--- src/rtl/mips_core_pkg.sv ---
// Shared issue-stage definitions: dispatch slot layout and select-policy encodings.
package mips_core_pkg;

  localparam int ISSUE_WIDTH_MAX = 4;

  // Widest entry index a dispatch slot can carry (queues up to 256 entries).
  localparam int SLOT_IDX_W = 8;

  localparam int AGE_ORDER_INDEX  = 0;
  localparam int AGE_ORDER_OLDEST = 1;

  typedef struct packed {
    logic                  valid;
    logic [SLOT_IDX_W-1:0] idx;
  } slot_t;

endpackage

--- src/rtl/age_matrix_picker.sv ---
// One select stage: one-hot of the oldest (or lowest-index) entry in elig.
module age_matrix_picker
  import mips_core_pkg::*;
#(
  parameter int QUEUE_SIZE = 16,
  parameter int AGE_ORDER  = AGE_ORDER_OLDEST
) (
  input  logic [QUEUE_SIZE-1:0]                 elig,
  input  logic [QUEUE_SIZE-1:0][QUEUE_SIZE-1:0] age,
  output logic [QUEUE_SIZE-1:0]                 grant
);

  logic [QUEUE_SIZE-1:0] oldest;
  logic [QUEUE_SIZE-1:0] lowest;

  // Entry i wins when no other eligible entry j is marked older than it (age[j][i]).
  for (genvar i = 0; i < QUEUE_SIZE; i++) begin : g_col
    logic [QUEUE_SIZE-1:0] older;
    for (genvar j = 0; j < QUEUE_SIZE; j++) begin : g_row
      assign older[j] = elig[j] & age[j][i];
    end
    assign oldest[i] = elig[i] & ~|older;
  end

  assign lowest = elig & (~elig + QUEUE_SIZE'(1));
  assign grant  = (AGE_ORDER == AGE_ORDER_OLDEST) ? oldest : lowest;

endmodule

--- src/rtl/age_ordered_issue_select.sv ---
// Age-matrix issue select: picks up to ISSUE_WIDTH ready entries per cycle into dispatch slots.
module age_ordered_issue_select
  import mips_core_pkg::*;
#(
  parameter int QUEUE_SIZE  = 16,
  parameter int QUEUE_INDEX = $clog2(QUEUE_SIZE),
  parameter int ISSUE_WIDTH = 2,
  parameter int AGE_ORDER   = AGE_ORDER_OLDEST
) (
  input  logic                             clk,
  input  logic                             rst_n,
  input  logic                             alloc_valid,
  input  logic [QUEUE_INDEX-1:0]           alloc_idx,
  input  logic [QUEUE_SIZE-1:0]            req_vec,
  input  logic                             flush_all,
  input  logic [QUEUE_SIZE-1:0]            flush_mask,
  output logic [QUEUE_SIZE-1:0]            issue_vec,
  output logic [ISSUE_WIDTH-1:0]           out_valid,
  output logic [ISSUE_WIDTH*QUEUE_INDEX-1:0] out_idx,
  input  logic [ISSUE_WIDTH-1:0]           out_ready,
  output logic [QUEUE_INDEX:0]             occupancy
);

  logic [QUEUE_SIZE-1:0]                 live_q;
  logic [QUEUE_SIZE-1:0]                 live_d;
  logic [QUEUE_SIZE-1:0][QUEUE_SIZE-1:0] age_q;
  logic [QUEUE_SIZE-1:0]                 elig;
  logic [QUEUE_SIZE-1:0]                 stage_mask [ISSUE_WIDTH];
  logic [QUEUE_SIZE-1:0]                 grant      [ISSUE_WIDTH];
  logic [QUEUE_SIZE-1:0]                 port_grant [ISSUE_WIDTH];
  logic [ISSUE_WIDTH-1:0]                avail;
  logic [ISSUE_WIDTH-1:0]                unused_slot_idx;
  slot_t                                 slot_q [ISSUE_WIDTH];
  slot_t                                 slot_d [ISSUE_WIDTH];
  int                                    port_rank;

  // Flushed entries never compete, so a grant and a kill on one entry cannot both happen.
  assign elig  = live_q & req_vec & ~flush_mask & {QUEUE_SIZE{~flush_all}};
  assign avail = ~out_valid | out_ready;

  // Pick k sees the eligible set minus everything picks 0..k-1 already took.
  for (genvar k = 0; k < ISSUE_WIDTH; k++) begin : g_pick
    if (k == 0) begin : g_first
      assign stage_mask[k] = elig;
    end else begin : g_next
      assign stage_mask[k] = stage_mask[k-1] & ~grant[k-1];
    end
    age_matrix_picker #(
      .QUEUE_SIZE(QUEUE_SIZE),
      .AGE_ORDER (AGE_ORDER)
    ) u_picker (
      .elig (stage_mask[k]),
      .age  (age_q),
      .grant(grant[k])
    );
  end

  // The k-th free port (lowest-numbered first) receives pick k.
  always_comb begin
    // NOTE: every always_comb output gets a default before any branch, so no latch is inferred.
    port_rank = 0;
    issue_vec = '0;
    for (int p = 0; p < ISSUE_WIDTH; p++) begin
      port_grant[p] = '0;
      if (avail[p]) begin
        for (int k = 0; k < ISSUE_WIDTH; k++) begin
          if (port_rank == k) port_grant[p] = grant[k];
        end
        port_rank++;
      end
      issue_vec |= port_grant[p];
    end
  end

  always_comb begin
    for (int p = 0; p < ISSUE_WIDTH; p++) begin
      slot_d[p] = slot_q[p];
      if (flush_all) begin
        slot_d[p].valid = 1'b0;
      end else if (avail[p]) begin
        slot_d[p].valid = |port_grant[p];
        for (int i = 0; i < QUEUE_SIZE; i++) begin
          if (port_grant[p][i]) slot_d[p].idx = SLOT_IDX_W'(i);
        end
      end
    end
  end

  always_comb begin
    live_d = live_q & ~issue_vec & ~flush_mask;
    if (alloc_valid && !flush_mask[alloc_idx]) live_d[alloc_idx] = 1'b1;
    if (flush_all) live_d = '0;
  end

  always_ff @(posedge clk or negedge rst_n) begin
    if (!rst_n) begin
      // NOTE: the age matrix is reset like any other state so a fresh queue starts from a known order.
      live_q    <= '0;
      age_q     <= '0;
      occupancy <= '0;
      for (int p = 0; p < ISSUE_WIDTH; p++) slot_q[p] <= '0;
    end else begin
      // NOTE: sequential state uses non-blocking assignments so every register samples pre-edge values.
      live_q    <= live_d;
      slot_q    <= slot_d;
      // Counting live_d keeps occupancy equal to the tracked set, including alloc/flush collisions.
      occupancy <= (QUEUE_INDEX+1)'($countones(live_d));
      if (alloc_valid && !flush_all) begin
        age_q[alloc_idx] <= '0;
        for (int j = 0; j < QUEUE_SIZE; j++) begin
          if (j != int'(alloc_idx)) age_q[j][alloc_idx] <= live_q[j];
        end
      end
    end
  end

  for (genvar p = 0; p < ISSUE_WIDTH; p++) begin : g_out
    assign out_valid[p]                          = slot_q[p].valid;
    assign out_idx[p*QUEUE_INDEX +: QUEUE_INDEX] = slot_q[p].idx[QUEUE_INDEX-1:0];
    assign unused_slot_idx[p]                    = ^slot_q[p].idx;
  end

  always_ff @(posedge clk) begin
    if (rst_n && alloc_valid && !flush_all) begin
      assert (!live_q[alloc_idx])
        else $error("allocation of already-live entry %0d", alloc_idx);
      assert (occupancy != (QUEUE_INDEX+1)'(QUEUE_SIZE))
        else $error("allocation into a full queue");
    end
  end

endmodule

--- config.mk ---
export PLATFORM = sky130hd
export DESIGN_NAME = age_ordered_issue_select
export DESIGN_NICKNAME = d
export VERILOG_FILES = /design/src/rtl/mips_core_pkg.sv /design/src/rtl/age_matrix_picker.sv /design/src/rtl/age_ordered_issue_select.sv
export SDC_FILE = /design/constraint.sdc
export NUM_CORES = 1
export LEC_CHECK = 0
export BUFFER_PORTS_ARGS = -buffer_cell sky130_fd_sc_hd__buf_2
export CAP_MARGIN = 0
export CELL_PAD_IN_SITES_DETAIL_PLACEMENT = 1
export CELL_PAD_IN_SITES_GLOBAL_PLACEMENT = 2
export CORE_MARGIN = 3
export CORE_UTILIZATION = 38
export DETAILED_ROUTE_END_ITERATION = 10
export GPL_TIMING_DRIVEN = 1
export PLACE_DENSITY_LB_ADDON = 0.1
export SETUP_SLACK_MARGIN = 0.15
export SKIP_CTS_REPAIR_TIMING = 1
export SYNTH_ARGS = -nofsm -noshare
export SYNTH_HDL_FRONTEND = slang
export SYNTH_SLANG_ARGS = --single-unit
--- constraint.sdc ---
create_clock -name clk -period 6.6 [get_ports clk]
set_input_delay 0.33 -clock clk [delete_from_list [all_inputs] [get_ports clk]]
set_output_delay 0.33 -clock clk [all_outputs]
set_load 0.03 [all_outputs]
==> run metrics <==
total length of routed wires=98600 µm; Chip Height=213 µm; Max Cap Viol=0; total number of yosys warnings=0; commonest cells after routing, fill and taps aside=nand2_1 (633), dfrtp_1 (287), a21oi_1 (276), buf_4 (238), nor2_1 (72); most frequent CP cell=inv_1; port bufs=72; 1st-iter DRT viols=2561; Max Slew Vio Count=0; pre-CTS WS=-355 ps; CTS clock-pin slew for the worst setup and hold paths=60 ps; post-DP HPWL=67600 µm; Starting Density=38.7%; post-route ant nets=0; Inserted Diodes=0; RSZ-0062 raised after global routing=yes; Req. time, crit path=7050 ps; core footprint=0.0421 mm²; first-pass GRT wire length=139000 µm; status=complete, no violations; Final Hold Viols=0; final setup vio count=0; area occupied by multi-input gates=0.00878 mm²; hold crit path type=input port to flip-flop; DRC viols=0; pwr dens=200 mW/mm²; Slew @ Worst Pin=1360 ps; largest net degree at the start of global routing=144; Worst path slowest cell=fa_2; vias in the first global route=19100; total power=4180 µW; worst-path maximum fanout=8; Final Worst Setup Slack=200 ps; Die Width=213 µm; Synth async-reset ratio=100%; final std cells w/o fill=2806; register area=0.00718 mm²; RePlAce Congestion=1.05; Crit. End Element=flip-flop; Total GRT Usage=43.3%; synthesis-stage register bit count=287; clock sink total=287; fin crit period=6400 ps; grt total ovfl=0; period utilization=97.0%; Syn Std Cell Area=0.0163 mm²; die area=0.0454 mm²; CTS H-tree lvls=2; Mapped Avg Cell Area=8.08 µm²; vias per cell=6.68; Critical Path AT=6850 ps; row cnt=75; Synth-to-Final Area Change=28.3%; Max clock buf depth=3; Max stage delay on crit path=570 ps; sequential area share after synthesis=44.1%; syn_nets=2073; router iterations before antenna repair=6; most used flip-flop cell after synthesis=dfrtp_1; nets=2298; CP delay by family, top=adder cells; CP Launch Type=flip-flop; Clock Tree Root=clkbuf_16; routed length per instance=35.2 µm; Clock Skews=16.1 ps; Setup CP Type=flip-flop to flip-flop; Cells after Synth=2016; commonest non-fill, non-tap cell in the layout=nand2_1; worst vdd ir=0.000163 V; share of cells above drive strength 1=23.2%; placed insts=2724; initial antenna violation count=2; IO Pins=73; Worst-Skew Late Latency=560 ps; CTS Buf Count=36; fillers=4993; Yosys cell types=84; Max Fclk=0.156 GHz; CP bufs+invs=8; CTS tree=yes; number of synthesized flops with an enable pin=0; P_leak=0.00892 µW; Sum Neg Setup Slack=0 ps; Slew HR=9.46%; vias=18800
[layer usage]
metal	vias to the layer above	share of wire (%)	GRT usage, %
met4	2	7.0	22.6
met3	427	11	10.0
met5	-	0.017	0
met1	9521	39	57.3
met2	1275	43	66.2
li1	7528	-	-
[per-stage QoR]
step / hold WS, ps / instance area (µm²) / utilization (%)
6_report: 116 / 20900 / 49.6
3_5_place_dp: 389 / 19200 / 45.5
2_1_floorplan: 34.4 / 16300 / -
3_3_place_gp: 375 / 19200 / 45.5
4_1_cts: -201 / 20400 / 48.4
5_1_grt: 128 / 20900 / 49.6
[Yosys cell counts (all sizes together), types with 3 or more instances]
cell     number  share of area (%)
buf          45                1.5
nor4bb        8               0.49
a22oi        69                3.2
a21boi        4               0.18
dfrtp       287                 44
nand2b       12               0.48
nand2       634                 15
a211oi       24                1.1
or3           3               0.12
mux4          5               0.69
nor2b        13               0.50
and2         37                1.4
o31a          5               0.27
a222oi       24                1.5
inv          39               0.90
or3b          3               0.16
a221oi       15               0.84
and4bb       10               0.77
o31ai         3               0.14
a41oi         4               0.22
nor4          9               0.44
nor3         18               0.71
ha            5               0.38
o2bb2ai      11               0.59
nand4        41                1.6
clkbuf      120                2.8
or2          10               0.38
a21o          6               0.28
a22o         16               0.86
o211ai        9               0.41
a2111oi      13               0.74
o32ai         3               0.16
o21ai        14               0.43
nand3        23               0.71
fa           10                1.2
a31oi         4               0.15
a21oi       279                8.6
and3         13               0.50
nand4b        3               0.20
o21a          3               0.14
o22ai        25               0.96
nor3b         9               0.41
nor2         92                2.1
and4          6               0.32
[worst paths after layout]
check / from / end / slack [ps] / cells after the start
max: live_q[3] / occupancy[1] / 200 / 25
min: flush_mask[14] / live_q[14] / 120 / 3
max reg2reg: live_q[3] / occupancy[1] / 200 / 25
min reg2reg: out_idx[3] / out_idx[3] / 490 / 2
max in group asynchronous: rst_n / age_q[186] / 4860 / 3
min in group asynchronous: rst_n / age_q[71] / 350 / 2
[kinds of logic (layout without fill, tap and decap cells)]
group | after synthesis | after routing | synth area share [%]
adder cells (fa/ha/maj) | 15 | 15 | 1.61
flip-flops | 287 | 287 | 44.1
AO/OA/AOI/OAI | 552 | 552 | 22.1
XOR/XNOR | 2 | 2 | 0.108
buffers and inverters | 204 | 455 | 5.16
multiplexers | 6 | 6 | 0.760
AND/OR/NAND/NOR | 950 | 950 | 26.2
[layout make-up]
cell class / instances / share of cell area, %
Inverter: 39 / 0.700
Tap cell: 539 / 3.23
Timing Repair Buffer: 352 / 13.7
Clock inverter: 14 / 0.862
Sequential cell: 287 / 34.3
Clock buffer: 50 / 5.14
Multi-Input combinational cell: 1525 / 42.0
[flip-flops by register name (all words and copies together) (netlist names), named ones only]
name,count
live_q,16
age_q,240
occupancy,5
out_idx,8
out_valid,2
[worst min-delay path, cell delays in order]
cell     delay (ps)
buf_2           100
or3b_2          130
a21oi_1          70
[power breakdown]
group / internal (µW) / switching [µW]
clock: 1290 / 854
combinational: 59.5 / 164
sequential: 1780 / 22.1
total: 3140 / 1040
Power figures use the tool's default switching activity.
